[src/rtl/ysyx_22040237_pkg.sv]
// Shared definitions for the ysyx_22040237 core: sequencer states, halt codes,
// the reset nop and the decoder's INST_* instruction type codes.
package ysyx_22040237_pkg;

  typedef enum logic [2:0] {
    ST_IDLE,
    ST_FETCH,
    ST_WAIT,
    ST_EXEC,
    ST_MEM,
    ST_WB,
    ST_HALT
  } seq_state_t;

  typedef enum logic [1:0] {
    HALT_NONE    = 2'b00,
    HALT_EBREAK  = 2'b01,
    HALT_INVALID = 2'b10,
    HALT_TIMEOUT = 2'b11
  } halt_code_t;

  localparam logic [31:0] INST_NOP = 32'h0000_0013;

  localparam logic [2:0] INST_R = 3'd0;
  localparam logic [2:0] INST_I = 3'd1;
  localparam logic [2:0] INST_S = 3'd2;
  localparam logic [2:0] INST_B = 3'd3;
  localparam logic [2:0] INST_U = 3'd4;
  localparam logic [2:0] INST_J = 3'd5;
  localparam logic [2:0] INST_N = 3'd6;

  function automatic logic [31:0] next_pc(input logic [31:0] pc,
                                          input logic        jump_flag,
                                          input logic [31:0] jump_target);
    return jump_flag ? jump_target : pc + 32'd4;
  endfunction

endpackage

[src/rtl/ysyx_22040237_pc_reg.sv]
// Program counter register: loads the redirect target or pc+4 (wrapping) when
// the sequencer commits an instruction.
module ysyx_22040237_pc_reg
  import ysyx_22040237_pkg::*;
#(
  parameter logic [31:0] RESET_PC = 32'h8000_0000
) (
  input  logic        clk,
  input  logic        rst_n,
  input  logic        update,
  input  logic        jump_flag,
  input  logic [31:0] jump_target,
  output logic [31:0] pc
);

  always_ff @(posedge clk or negedge rst_n) begin
    if (!rst_n) begin
      pc <= RESET_PC;
    end else if (update) begin
      pc <= next_pc(pc, jump_flag, jump_target);
    end
  end

endmodule

[src/rtl/ysyx_22040237_core_seq.sv]
// Multi-cycle instruction sequencer: fetch, execute, optional load/store, write-back.
// Define YSYX_22040237_FETCH_TMO_EN to halt with code 11 on a stalled fetch.
module ysyx_22040237_core_seq
  import ysyx_22040237_pkg::*;
#(
  parameter logic [31:0] RESET_PC = 32'h8000_0000,
  parameter int unsigned TMO_W    = 8
) (
  input  logic        clk,
  input  logic        rst_n,
  output logic        if_req,
  output logic [31:0] if_addr,
  input  logic        if_ready,
  input  logic        if_rvalid,
  input  logic [31:0] if_rdata,
  output logic [31:0] inst,
  output logic [31:0] pc,
  input  logic        jump_flag,
  input  logic [31:0] jump_target,
  input  logic        inst_ebreak,
  input  logic        invalid_inst,
  input  logic        mem_op,
  output logic        lsu_req,
  input  logic        lsu_done,
  output logic        wb_en,
  output logic        halt,
  output logic [1:0]  halt_code
);

  seq_state_t state;
  halt_code_t halt_code_q;
  logic       pc_update;
  logic       fetch_done;

  assign pc_update  = (state == ST_WB);
  assign if_addr    = pc;
  assign halt_code  = halt_code_q;
  // Data may arrive in the same cycle the request is accepted, skipping WAIT.
  assign fetch_done = if_rvalid && ((state == ST_WAIT) || (state == ST_FETCH && if_ready));

`ifdef YSYX_22040237_FETCH_TMO_EN
  logic [TMO_W-1:0] tmo_cnt;
  logic             tmo_hit;
  // Hit one count early so the counter's all-ones value lands with the HALT entry.
  assign tmo_hit = (tmo_cnt == {{(TMO_W-1){1'b1}}, 1'b0});
`endif

  ysyx_22040237_pc_reg #(
    .RESET_PC(RESET_PC)
  ) u_pc_reg (
    .clk        (clk),
    .rst_n      (rst_n),
    .update     (pc_update),
    .jump_flag  (jump_flag),
    .jump_target(jump_target),
    .pc         (pc)
  );

  always_ff @(posedge clk or negedge rst_n) begin
    if (!rst_n) begin
      state       <= ST_IDLE;
      inst        <= INST_NOP;
      if_req      <= 1'b0;
      lsu_req     <= 1'b0;
      wb_en       <= 1'b0;
      halt        <= 1'b0;
      halt_code_q <= HALT_NONE;
`ifdef YSYX_22040237_FETCH_TMO_EN
      tmo_cnt     <= '0;
`endif
    end else begin
      wb_en <= 1'b0;
      case (state)
        ST_IDLE: begin
          if_req <= 1'b1;
          state  <= ST_FETCH;
        end
        ST_FETCH, ST_WAIT: begin
          if (fetch_done) begin
            inst   <= if_rdata;
            if_req <= 1'b0;
            state  <= ST_EXEC;
`ifdef YSYX_22040237_FETCH_TMO_EN
            tmo_cnt <= '0;
          end else if (tmo_hit) begin
            tmo_cnt     <= '1;
            if_req      <= 1'b0;
            halt        <= 1'b1;
            halt_code_q <= HALT_TIMEOUT;
            state       <= ST_HALT;
`endif
          end else begin
`ifdef YSYX_22040237_FETCH_TMO_EN
            tmo_cnt <= tmo_cnt + TMO_W'(1);
`endif
            if (state == ST_FETCH && if_ready) begin
              if_req <= 1'b0;
              state  <= ST_WAIT;
            end
          end
        end
        ST_EXEC: begin
          if (invalid_inst) begin
            halt        <= 1'b1;
            halt_code_q <= HALT_INVALID;
            state       <= ST_HALT;
          end else if (inst_ebreak) begin
            halt        <= 1'b1;
            halt_code_q <= HALT_EBREAK;
            state       <= ST_HALT;
          end else if (mem_op) begin
            lsu_req <= 1'b1;
            state   <= ST_MEM;
          end else begin
            wb_en <= 1'b1;
            state <= ST_WB;
          end
        end
        ST_MEM: begin
          if (lsu_done) begin
            lsu_req <= 1'b0;
            wb_en   <= 1'b1;
            state   <= ST_WB;
          end
        end
        ST_WB: begin
          if_req <= 1'b1;
          state  <= ST_FETCH;
        end
        ST_HALT: begin
          state <= ST_HALT;
        end
        default: begin
          state <= ST_IDLE;
        end
      endcase
    end
  end

endmodule

[config.mk]
export PLATFORM = sky130hd
export DESIGN_NAME = ysyx_22040237_core_seq
export DESIGN_NICKNAME = d
export VERILOG_FILES = /design/src/rtl/ysyx_22040237_pkg.sv /design/src/rtl/ysyx_22040237_pc_reg.sv /design/src/rtl/ysyx_22040237_core_seq.sv
export SDC_FILE = /design/constraint.sdc
export NUM_CORES = 1
export LEC_CHECK = 0
export BUFFER_PORTS_ARGS = -buffer_cell sky130_fd_sc_hd__buf_4
export CORE_UTILIZATION = 50
export CTS_CLUSTER_DIAMETER = 40
export DETAILED_ROUTE_END_ITERATION = 8
export GPL_TIMING_DRIVEN = 0
export PLACE_DENSITY = 0.81
export SLEW_MARGIN = 30
export SYNTH_ARGS = -nofsm -noshare
export SYNTH_HDL_FRONTEND = slang
export SYNTH_HIERARCHICAL = 1
export SYNTH_SLANG_ARGS = --single-unit
[constraint.sdc]
create_clock -name clk -period 2.5 [get_ports clk]
set_input_delay 0.125 -clock clk [delete_from_list [all_inputs] [get_ports clk]]
set_output_delay 0.125 -clock clk [all_outputs]
set_load 0.005 [all_outputs]
==> results of run 1 <==
-- Yosys cell counts, drive strengths merged (6+ instances only) --
cell type and instances:
a22o 9, dfrtp 69, nand2 28, nor4 7, buf 55, o21ai 18, nand3 46, a311oi 6
clkbuf 16, inv 7, nor3 10, nand4 13, a21oi 54, o211ai 33, nor2 55
-- kinds of logic (layout without fill, tap and decap cells) --
family,Yosys count,in the layout,synth area share [%]
and+or+nand+nor,194,194,21.2
AOI/OAI and AO/OA,159,159,28.0
buffers and inverters,78,273,11.4
DFF,73,73,38.3
muxes,4,4,0.864
adders and majority gates,1,1,0.262
-- state kept, by name, summed over array words and instances, names as in the netlist --
signal and count:
state 3, u_pc_reg/pc 32, halt_code 2, lsu_req 1, wb_en 1, halt 1
inst 32, if_req 1
-- critical path: cells and delay by family, from the launching register on --
kind / cells / cell delay (ns)
compound gates: 1 / 0.14
buf+inv: 2 / 0.58
mux: 1 / 0.31
simple gates: 3 / 0.82
flops: 1 / 0.36
-- area by class of cell --
class                           count  share of cell area, %
Tap cell                          129                   2.49
Multi-Input combinational cell    358                   37.0
Inverter                            7                  0.405
Timing Repair Buffer              179                   21.0
Sequential cell                    73                   28.2
Clock buffer                       10                   1.97
Clock inverter                      6                  0.925
Buffer                             71                   8.02
-- final timing paths --
path / to / slack (ns) / startpoint
min in group asynchronous: u_pc_reg/pc[3]$_DFFE_PN0P_ / 0.34 / rst_n
setup / recovery: u_pc_reg/pc[28]$_DFFE_PN0P_ / 0.17 / state[0]$_DFFE_PN0P_
hold reg to reg: halt$_DFFE_PN0P_ / 0.48 / halt$_DFFE_PN0P_
setup reg to reg: u_pc_reg/pc[28]$_DFFE_PN0P_ / 0.17 / state[0]$_DFFE_PN0P_
max in group asynchronous: inst[3]$_DFFE_PN0P_ / 1.66 / rst_n
hold / removal: u_pc_reg/pc[18]$_DFFE_PN0P_ / 0.06 / jump_target[18]
-- per-layer routing --
metal,vias to the layer above,wire length (µm),GRT usage (%)
met4,0,342,12.7
li1,2242,-,-
met2,245,6600,43.2
met3,34,1080,5.27
met1,2312,5990,38.8
met5,-,0,0
-- power groups by stage --
stage | clock network [µW] | logic [µW] | registers (µW)
2_1_floorplan | 0 | 2570 | 2210
3_3_place_gp | 0 | 4070 | 2270
3_5_place_dp | 0 | 4180 | 2310
4_1_cts | 928 | 4200 | 2290
5_1_grt | 989 | 4570 | 2380
6_report | 910 | 4210 | 2300
-- timing repair --
action,in CTS,in global routing
resized for setup,1,4
hold endpoints to repair,74,0
setup endpoints to repair,2,10
hold buffers,6,0
-- stage by stage --
stage / setup WS, ns / area (µm²) / std cells
floorplan: 0.620 / 4780 / 509
global placement: 0.0439 / 6240 / 811
detailed placement: -0.0279 / 6240 / 811
CTS: 0.120 / 6490 / 833
global route: 0.0344 / 6490 / 833
finish: 0.170 / 6490 / 833
==> results.md, run 1 <==
* Site row count at 35
* Synth top area cells: dfrtp_1 36%, o211ai_2 7.9%, a21oi_2 5.5%, buf_4 5.3%, nand3_1 4.6%
* GRT Util Overall at ~28%
* Layout Nets at 773
* WP data required at 2.72 ns
* Peak supply drop at 0.000614 V
* Post-synthesis sequential area ratio at 38.3%
* Worst setup SP type: register
* Fin Clk Skew at 0.0158 ns
* Slew headroom at 50.0%
* Final Setup Violations at 0
* Routed via count at just under 5000
* Post-synth top area cell: dfrtp_1
* Final Critical Period at 2.33 ns
* R2R cell count at 7
* Post-Synthesis Cells at roughly 510
* Slowest stage delay, CP at 0.48 ns
* Post-route ant nets at 0
* CP Capture Type: register
* Setup Buffers After CTS at 0
* First-pass GRT wire length at 22400 µm
* Slowest-stage cell, CP: nor2b_1
* Fmax achieved at 429 MHz
* Setup TNS Final at 0 ns
* Logic pwr share at 56.7%
* Fin. Hold Viols at 0
* Number of flops mapped to enable cells by yosys at 0
* Worst hold path depth at 2
* CTS sink count at between 70 and 80
* DIE WIDTH at 99.7 µm
* Tot Pwr at 7420 µW
* I/O Buffers at around 170
* DRT Wirelength at approximately 14000 µm
* CORE AREA at 0.00924 mm²
* H-tree Lvls at 3
* Seq. cell area at 0.00183 mm²
* Switch Pwr at slightly above 3000 µW
* Main synth FF type: dfrtp_1
* Initial Util at between 50 and 60%
* Number of global-route vias before repair at 4535
* WS Path Type: reg2reg
* Area Overhead vs Synth at 35.9%
* Actual slew at the worst max-slew pin at roughly 0.75 ns
* Multi-input logic area at about 0.0024 mm²
* CTS tree: built
* Share of layout cells above drive strength 1 at 45.7%
* Initial antenna violation count at 0
* Gp weighted congestion at 0.908
* YS warnings at 6
* First DRT Iteration DRCs at 280
* Ports at 175
* #FFs+latches synth at 73
* Max cap viols at 0
* Leakage at between 0.002 and 0.003 µW
* CP max FO at 10
* Fillers at 747
* Largest net degree at the start of global routing at between 70 and 80
* Die height at 99.7 µm
* Clock root cell: clkbuf_8
* Cell variety after synth at between 60 and 70
* Most common cell after layout, fill and taps aside: buf_4
* Sw Ratio at 41.3%
* Commonest non-fill, non-tap cells in the layout: 206 x buf_4, 69 x dfrtp_1, 55 x nor2_1
* DRC at 0
* Grt total ovfl at 0
* Layout Utilization at 70.3%
* Vias per cell at 5.80
* Maximum clock path buffer count at 2
* Cell Chain, Critical Path: buf_2 > nand2_1 > nor2_1 > clkbuf_1 > nor2b_1 > a21oi_1 > mux2_1
* Arrival @ worst endpoint at ~2.6 ns
* PD cells at 1140 mW/mm²
* Routed wire per std cell at between 15 and 20 µm
* CTS Buf Count at 9
* Flop pwr share at 31.1%
* FFs w/ async S/R, synth at 100%
* Syn_area_per_cell at between 9 and 10 µm²
* Antenna fix cells at 0
* Clock slew at reported path FFs at 0.07 ns
* Syn nets at approximately 580
* Clock latency on the worst-skew pair at 0.34 ns
* Final worst path period share at 93.2%
* Int Pwr at 4350 µW
* Clock power share at 12.3%
* Detail Placement HPWL at 10100 µm
* Hold slack final at around 0.056 ns
* Die area at 0.00995 mm²
* RSZ-0062 raised after global routing: false
* Worst min-delay path class: in2reg
* Max Slew Vio Count at 0
* Top-area cell type share of the netlist area at 36.1%
* Pre-Repair DR Iteration Count at 5
* Status: complete, no violations
* Synthesized cell area at 0.00478 mm²
Note: power is estimated with default switching activity, not from simulation.
==> run 2, diff against run 1 <==
Settings changed: PLACE_DENSITY 0.81 to 0.77.
==> run 2 against run 1 <==
Compared with the run above:
- sequential cell count unchanged
- first-iteration DRC count increased by 18%
- sequential power about the same
- die area unchanged
- sequential share of layout area decreased by 0.16 points
- worst setup slack improved by 0.040 ns
- critical path type unchanged
- critical endpoint is now u_pc_reg/pc[2]$_DFFE_PN0P_
- highest routed layer unchanged
==> results.md, run 2 (synthesis results as in run 1) <==
* Status: complete, no violations (unchanged)
* Leakage at 0.00297 µW (was 0.00295 µW)
* Slew headroom at 53.5% (was 50.0%)
* First-pass GRT wire length at 21800 µm (was 22400 µm)
* Initial antenna violation count at 0 (unchanged)
* CP max FO at 10 (unchanged)
* Clock latency on the worst-skew pair at 0.34 ns (about the same)
* Max Slew Vio Count at 0 (unchanged)
* CTS tree: built (unchanged)
* Layout Nets at 772 (was 773)
* Post-route ant nets at 0 (unchanged)
* Share of layout cells above drive strength 1 at 45.8% (was 45.7%)
* Die height at 99.7 µm (unchanged)
* Detail Placement HPWL at 9940 µm (was 10100 µm)
* DRT Wirelength at 13800 µm (was 14000 µm)
* Worst setup SP type: register (unchanged)
* Worst min-delay path class: in2reg (unchanged)
* Clock slew at reported path FFs at 0.08 ns (was 0.07 ns)
* Fin Clk Skew at 0.0112 ns (was 0.0158 ns)
* GRT Util Overall at 27.5% (was 28.2%)
* Maximum clock path buffer count at 2 (unchanged)
* Final Setup Violations at 0 (unchanged)
* DIE WIDTH at 99.7 µm (unchanged)
* H-tree Lvls at 3 (unchanged)
* Actual slew at the worst max-slew pin at 0.695 ns (was 0.748 ns)
* WP data required at 2.76 ns (was 2.72 ns)
* Number of global-route vias before repair at 4395 (was 4535)
* Worst slack at placement at 0.0540 ns (was -0.0279 ns)
* Die area at 0.00995 mm² (unchanged)
* Site row count at 35 (unchanged)
* Antenna fix cells at 0 (unchanged)
* DRC at 0 (unchanged)
* Initial Util at 51.7% (unchanged)
* Hold slack final at 0.0326 ns (was 0.0556 ns)
* Arrival @ worst endpoint at 2.55 ns (about the same)
* Top flop regs: inst (32), u_pc_reg/pc (32), state (3) (unchanged)
* Fin. Hold Viols at 0 (unchanged)
* Ports at 175 (unchanged)
* I/O Buffers at 173 (unchanged)
* WS Path Type: reg2reg (unchanged)
* Max cap viols at 0 (unchanged)
* Pre-Repair DR Iteration Count at 5 (unchanged)
* CP Capture Type: register (unchanged)
* Vias per cell at 5.78 (was 5.80)
* Clock root cell: clkbuf_8 (unchanged)
* RSZ-0062 raised after global routing: false (unchanged)
* PnR worst setup slack at 0.210 ns (was 0.170 ns)
* Routed via count at 4806 (was 4833)
* Largest net degree at the start of global routing at 74 (unchanged)
* Fmax achieved at 437 MHz (was 429 MHz)
* Area Overhead vs Synth at 36.7% (was 35.9%)
* Commonest non-fill, non-tap cells in the layout: 206 x buf_4, 69 x dfrtp_1, 55 x nor2_1 (unchanged)
* First DRT Iteration DRCs at 330 (was 280)
* Final Cell Area at 0.00653 mm² (was 0.00649 mm²)
* Gp weighted congestion at 0.921 (was 0.908)
* Final Critical Period at 2.29 ns (was 2.33 ns)
* Setup TNS Final at 0 ns (unchanged)
* Most common cell after layout, fill and taps aside: buf_4 (unchanged)
* CORE AREA at 0.00924 mm² (unchanged)
* Grt total ovfl at 0 (unchanged)
* Peak supply drop at 0.000577 V (was 0.000614 V)
* Placement Cell Area at 0.00624 mm² (unchanged)
* CTS Buf Count at 9 (unchanged)
* PD cells at 1160 mW/mm² (was 1140 mW/mm²)
* Final worst path period share at 91.6% (was 93.2%)
* Routed wire per std cell at 16.6 µm (was 16.8 µm)
* CTS sink count at 73 (unchanged)
==> run 2: changes by cell type in the layout (fill, tap and decap cells not counted) <==
cell           before  now
dlygate4sd3_1       6    5
clkinv_2            3    2
bufinv_16           1    3
clkinvlp_4          2    1
==> run 2: per-stage QoR <==
stage	total power, µW	std cells	utilization, %
global placement	6340	811	67.5
finish	7610	832	70.7
global route	8130	832	70.7
detailed placement	6480	811	67.5
floorplan	4780	509	-
CTS	7620	832	70.6
==> run 2: final cells by class <==
type                       count  area [µm²]
fill                         736        2710
clock buffer                  10         128
clock inverter                 6         108
buffer                        71         520
sequential                    73        1830
inverter                       7        26.3
multi-input combinational    358        2400
tap                          129         161
timing repair buffer         178        1350
==> run 2: timing repair <==
action | CTS | global route
resized for setup | 0 | 6
hold endpoints to repair | 73 | 0
endpoints found under the setup margin | 0 | 15
buffers inserted | 0 | 0
hold buffers | 5 | 0
==> run 2: final timing paths <==
| path | startpoint | to | slack [ns] | cells after the start |
|---|---|---|---|---|
| min reg2reg | halt$_DFFE_PN0P_ | halt$_DFFE_PN0P_ | 0.49 | 1 |
| max reg2reg | state[0]$_DFFE_PN0P_ | u_pc_reg/pc[2]$_DFFE_PN0P_ | 0.21 | 8 |
| min | jump_target[19] | u_pc_reg/pc[19]$_DFFE_PN0P_ | 0.03 | 3 |
| max in group asynchronous | rst_n | inst[13]$_DFFE_PN0P_ | 1.65 | 2 |
| max | state[0]$_DFFE_PN0P_ | u_pc_reg/pc[2]$_DFFE_PN0P_ | 0.21 | 8 |
| min in group asynchronous | rst_n | inst[28]$_DFFE_PN0P_ | 0.36 | 2 |
==> run 2: per-layer routing <==
metal / track usage, % / routed length [µm] / share of wire, % / up-vias
met3: 4.36 / 1020 / 7.4 / 36
li1: - / - / - / 2238
met1: 39.2 / 6100 / 44 / 2286
met4: 12.2 / 406 / 2.9 / 0
met5: 0 / 0 / 0 / -
met2: 41.0 / 6260 / 45 / 246
==> run 2: worst max-delay path, cell delays in order, from the launching register on <==
cell and delay (ns):
dfrtp_1 0.36, buf_2 0.21, nand2_1 0.07, nor2_1 0.21
clkbuf_1 0.37, clkbuf_2 0.35, clkbuf_1 0.42, nor2_1 0.08
a21oi_1 0.14
==> run 2: power breakdown <==
part / internal, µW / total (µW) / leakage [µW] / switching (µW)
sequential: 1680 / 2290 / 0.000890 / 610
clock: 660 / 1110 / 0.000116 / 449
combinational: 2210 / 4200 / 0.00196 / 1990
total: 4550 / 7610 / 0.00297 / 3050
==> run 3, diff against run 2 <==
Settings changed: CORE_ASPECT_RATIO set to 1.2, CORE_UTILIZATION 50 to 45, PLACE_DENSITY 0.77 to not set, PLACE_DENSITY_LB_ADDON set to 0.12.
==> run 3 against run 2 <==
Compared with the run above:
- maximum frequency is 2.3% higher
- worst hold slack worse by 0.0070 ns
- cell count is 0.48% lower
- total power is 5.1% higher
- combinational power hardly changed
- sequential share of layout area is 0.42 points lower
- design area is 1.5% higher
- global-route usage is 2.5 points lower
- clock skew is 0.0057 ns lower
- critical path type unchanged
- largest cell class unchanged
==> results.md, run 3 (synthesis results as in run 1) <==
* Critical Path Start: state[1]$_DFFE_PN0P_ (was state[0]$_DFFE_PN0P_)
* Largest net degree at the start of global routing at 74 (unchanged)
* Slew headroom at 53.8% (was 53.5%)
* Pre-Repair DR Iteration Count at 4 (was 5)
* Fmax achieved at 447 MHz (was 437 MHz)
* Initial Util at 47.0% (was 51.7%)
* PD cells at 1210 mW/mm² (was 1160 mW/mm²)
* DIE WIDTH at 96.1 µm (was 99.7 µm)
* R2R cell count at 7 (was 8)
* Status: complete, no violations (unchanged)
* Crit Reg-Reg Endpoint: u_pc_reg/pc[23]$_DFFE_PN0P_ (was u_pc_reg/pc[2]$_DFFE_PN0P_)
* Slowest-stage cell, CP: dfrtp_1 (was clkbuf_1)
* Most common cell type on the critical path: clkbuf_2
* Share of layout cells above drive strength 1 at 46.2% (was 45.8%)
* Initial antenna violation count at 0 (unchanged)
* First-pass GRT wire length at 21500 µm (was 21800 µm)
* Number of global-route vias before repair at 4437 (was 4395)
* Fin Clk Skew at 0.00548 ns (was 0.0112 ns)
* Vias per cell at 5.67 (was 5.78)
* CTS Buf Count at 9 (unchanged)
* Detail Placement HPWL at 9900 µm (was 9940 µm)
* Routed via count at 4694 (was 4806)
* RSZ-0062 raised after global routing: false (unchanged)
* Fin. Hold Viols at 0 (unchanged)
* Final Setup Violations at 0 (unchanged)
* Max Slew Vio Count at 0 (unchanged)
* Layout Nets at 771 (was 772)
* CP Capture Type: register (unchanged)
* Leakage at 0.00302 µW (was 0.00297 µW)
* Maximum clock path buffer count at 2 (unchanged)
* Worst setup SP type: register (unchanged)
* Layout Utilization at 65.2% (was 70.7%)
* First DRT Iteration DRCs at 217 (was 330)
* Worst min-delay path class: in2reg (unchanged)
* I/O Buffers at 173 (unchanged)
* Die area at 0.0110 mm² (was 0.00995 mm²)
* Most common cell after layout, fill and taps aside: buf_4 (unchanged)
* Hold slack final at 0.0255 ns (was 0.0326 ns)
* CP max FO at 10 (unchanged)
* Clock latency on the worst-skew pair at 0.33 ns (was 0.34 ns)
* Worst reg2reg setup slack at 0.26 ns (was 0.21 ns)
* Setup TNS Final at 0 ns (unchanged)
* Arrival @ worst endpoint at 2.49 ns (was 2.55 ns)
* CTS tree: built (unchanged)
* Slowest stage delay, CP at 0.43 ns (was 0.42 ns)
* Clock slew at reported path FFs at 0.06 ns (was 0.08 ns)
* H-tree Lvls at 3 (unchanged)
* Grt total ovfl at 0 (unchanged)
* Clock root cell: clkbuf_16 (was clkbuf_8)
* Final Critical Period at 2.24 ns (was 2.29 ns)
* WP buf/inv at 4 (unchanged)
* Die height at 115 µm (was 99.7 µm)
* Actual slew at the worst max-slew pin at 0.693 ns (was 0.695 ns)
* WP data required at 2.76 ns (about the same)
* Cell Chain, Critical Path: buf_4 > nor2_1 > clkbuf_2 > clkbuf_2 > clkbuf_2 > nand4_1 > a21oi_1 (was buf_2 > nand2_1 > nor2_1 > clkbuf_1 > clkbuf_2 > clkbuf_1 > nor2_1 > a21oi_1)
* GRT Util Overall at 25.0% (was 27.5%)
* Hold Path Origin: jump_target[31] (was jump_target[19])
* Final worst path period share at 89.5% (was 91.6%)
* Hold Path Sink: u_pc_reg/pc[31]$_DFFE_PN1P_ (was u_pc_reg/pc[19]$_DFFE_PN0P_)
* Gp weighted congestion at 0.961 (was 0.921)
* Post-route ant nets at 0 (unchanged)
* Max cap viols at 0 (unchanged)
* Top flop regs: inst (32), u_pc_reg/pc (32), state (3) (unchanged)
* Fillers at 856 (was 736)
* Routed wire per std cell at 16.7 µm (was 16.6 µm)
* CORE AREA at 0.0102 mm² (was 0.00924 mm²)
* Area Overhead vs Synth at 38.8% (was 36.7%)
* Top delay family on crit path: buffers and inverters (unchanged)
* Worst hold path depth at 3 (unchanged)
* DRT Wirelength at 13800 µm (about the same)
* Ports at 175 (unchanged)
* WS Path Type: reg2reg (unchanged)
* Site row count at 40 (was 35)
* Commonest non-fill, non-tap cells in the layout: 206 x buf_4, 69 x dfrtp_1, 55 x nor2_1 (unchanged)
* CTS sink count at 73 (unchanged)
* Antenna fix cells at 0 (unchanged)
* RR Startpoint: state[1]$_DFFE_PN0P_ (was state[0]$_DFFE_PN0P_)
* DRC at 0 (unchanged)
* Peak supply drop at 0.000546 V (was 0.000577 V)
-- run 3: cell types whose count changed in the layout (fill, tap and decap cells not counted) --
| cell | delta |
|---|---|
| clkbuf_8 | -8 |
| clkbuf_16 | +9 |
| dlygate4sd3_1 | -1 |
| clkinv_2 | -1 |
| clkbuf_1 | -2 |
| clkbuf_2 | +2 |
-- run 3: area by class of cell --
type	count	area, µm²	area share [%]
clock inverters	5	103	1.55
well taps	126	158	2.38
clock buffers	11	243	3.66
inverters	7	26.3	0.396
repair buffers	177	1340	20.3
multi-input cells	358	2400	36.2
flip-flops and latches	73	1830	27.6
plain buffers	71	523	7.89
-- run 3: what timing repair did --
item | CTS | global route
hold endpoints to repair | 69 | 0
setup endpoints to repair | 10 | 12
cloned | 0 | 0
buffers inserted | 0 | 0
resized for setup | 2 | 6
hold buffers | 4 | 0
-- run 3: how the worst max path moves through the flow --
stage	end	slack [ns]	cells after the start
after global routing	u_pc_reg/pc[17]$_DFFE_PN0P_	0.12	8
after global placement	u_pc_reg/pc[23]$_DFFE_PN0P_	-0.08	7
after floorplan	u_pc_reg/pc[23]$_DFFE_PN0P_	0.62	7
after CTS	u_pc_reg/pc[2]$_DFFE_PN0P_	0.03	7
after detailed placement	u_pc_reg/pc[23]$_DFFE_PN0P_	-0.14	7
final	u_pc_reg/pc[23]$_DFFE_PN0P_	0.26	7
-- run 3: per-stage QoR --
stage | power, µW | instance area (µm²) | worst slack (ns) | cells
floorplan | 4780 | 4780 | 0.620 | 509
global placement | 6360 | 6230 | -0.0754 | 808
detailed placement | 6490 | 6230 | -0.140 | 808
CTS | 8030 | 6620 | 0.0300 | 828
global route | 8540 | 6630 | 0.116 | 828
finish | 8000 | 6630 | 0.261 | 828
-- run 3: worst register-to-register path: cells and delay by family, from the launching register on --
family | cells | cell delay, ns
AO/OA/AOI/OAI | 1 | 0.16
flip-flops | 1 | 0.43
AND/OR/NAND/NOR | 2 | 0.47
buffers and inverters | 4 | 1.09
-- run 3: power by group --
| part | internal [µW] | switching [µW] |
|---|---|---|
| clock network | 1000 | 491 |
| registers | 1690 | 594 |
| logic | 2210 | 2010 |
| total | 4900 | 3100 |
-- run 3: metal layers --
| layer | GRT usage [%] | share of wire (%) | vias up |
|---|---|---|---|
| met2 | 43.1 | 52 | 210 |
| met1 | 30.4 | 40 | 2221 |
| met4 | 9.55 | 2.0 | 0 |
| li1 | - | - | 2235 |
| met3 | 5.09 | 6.7 | 28 |
| met5 | 0 | 0 | - |
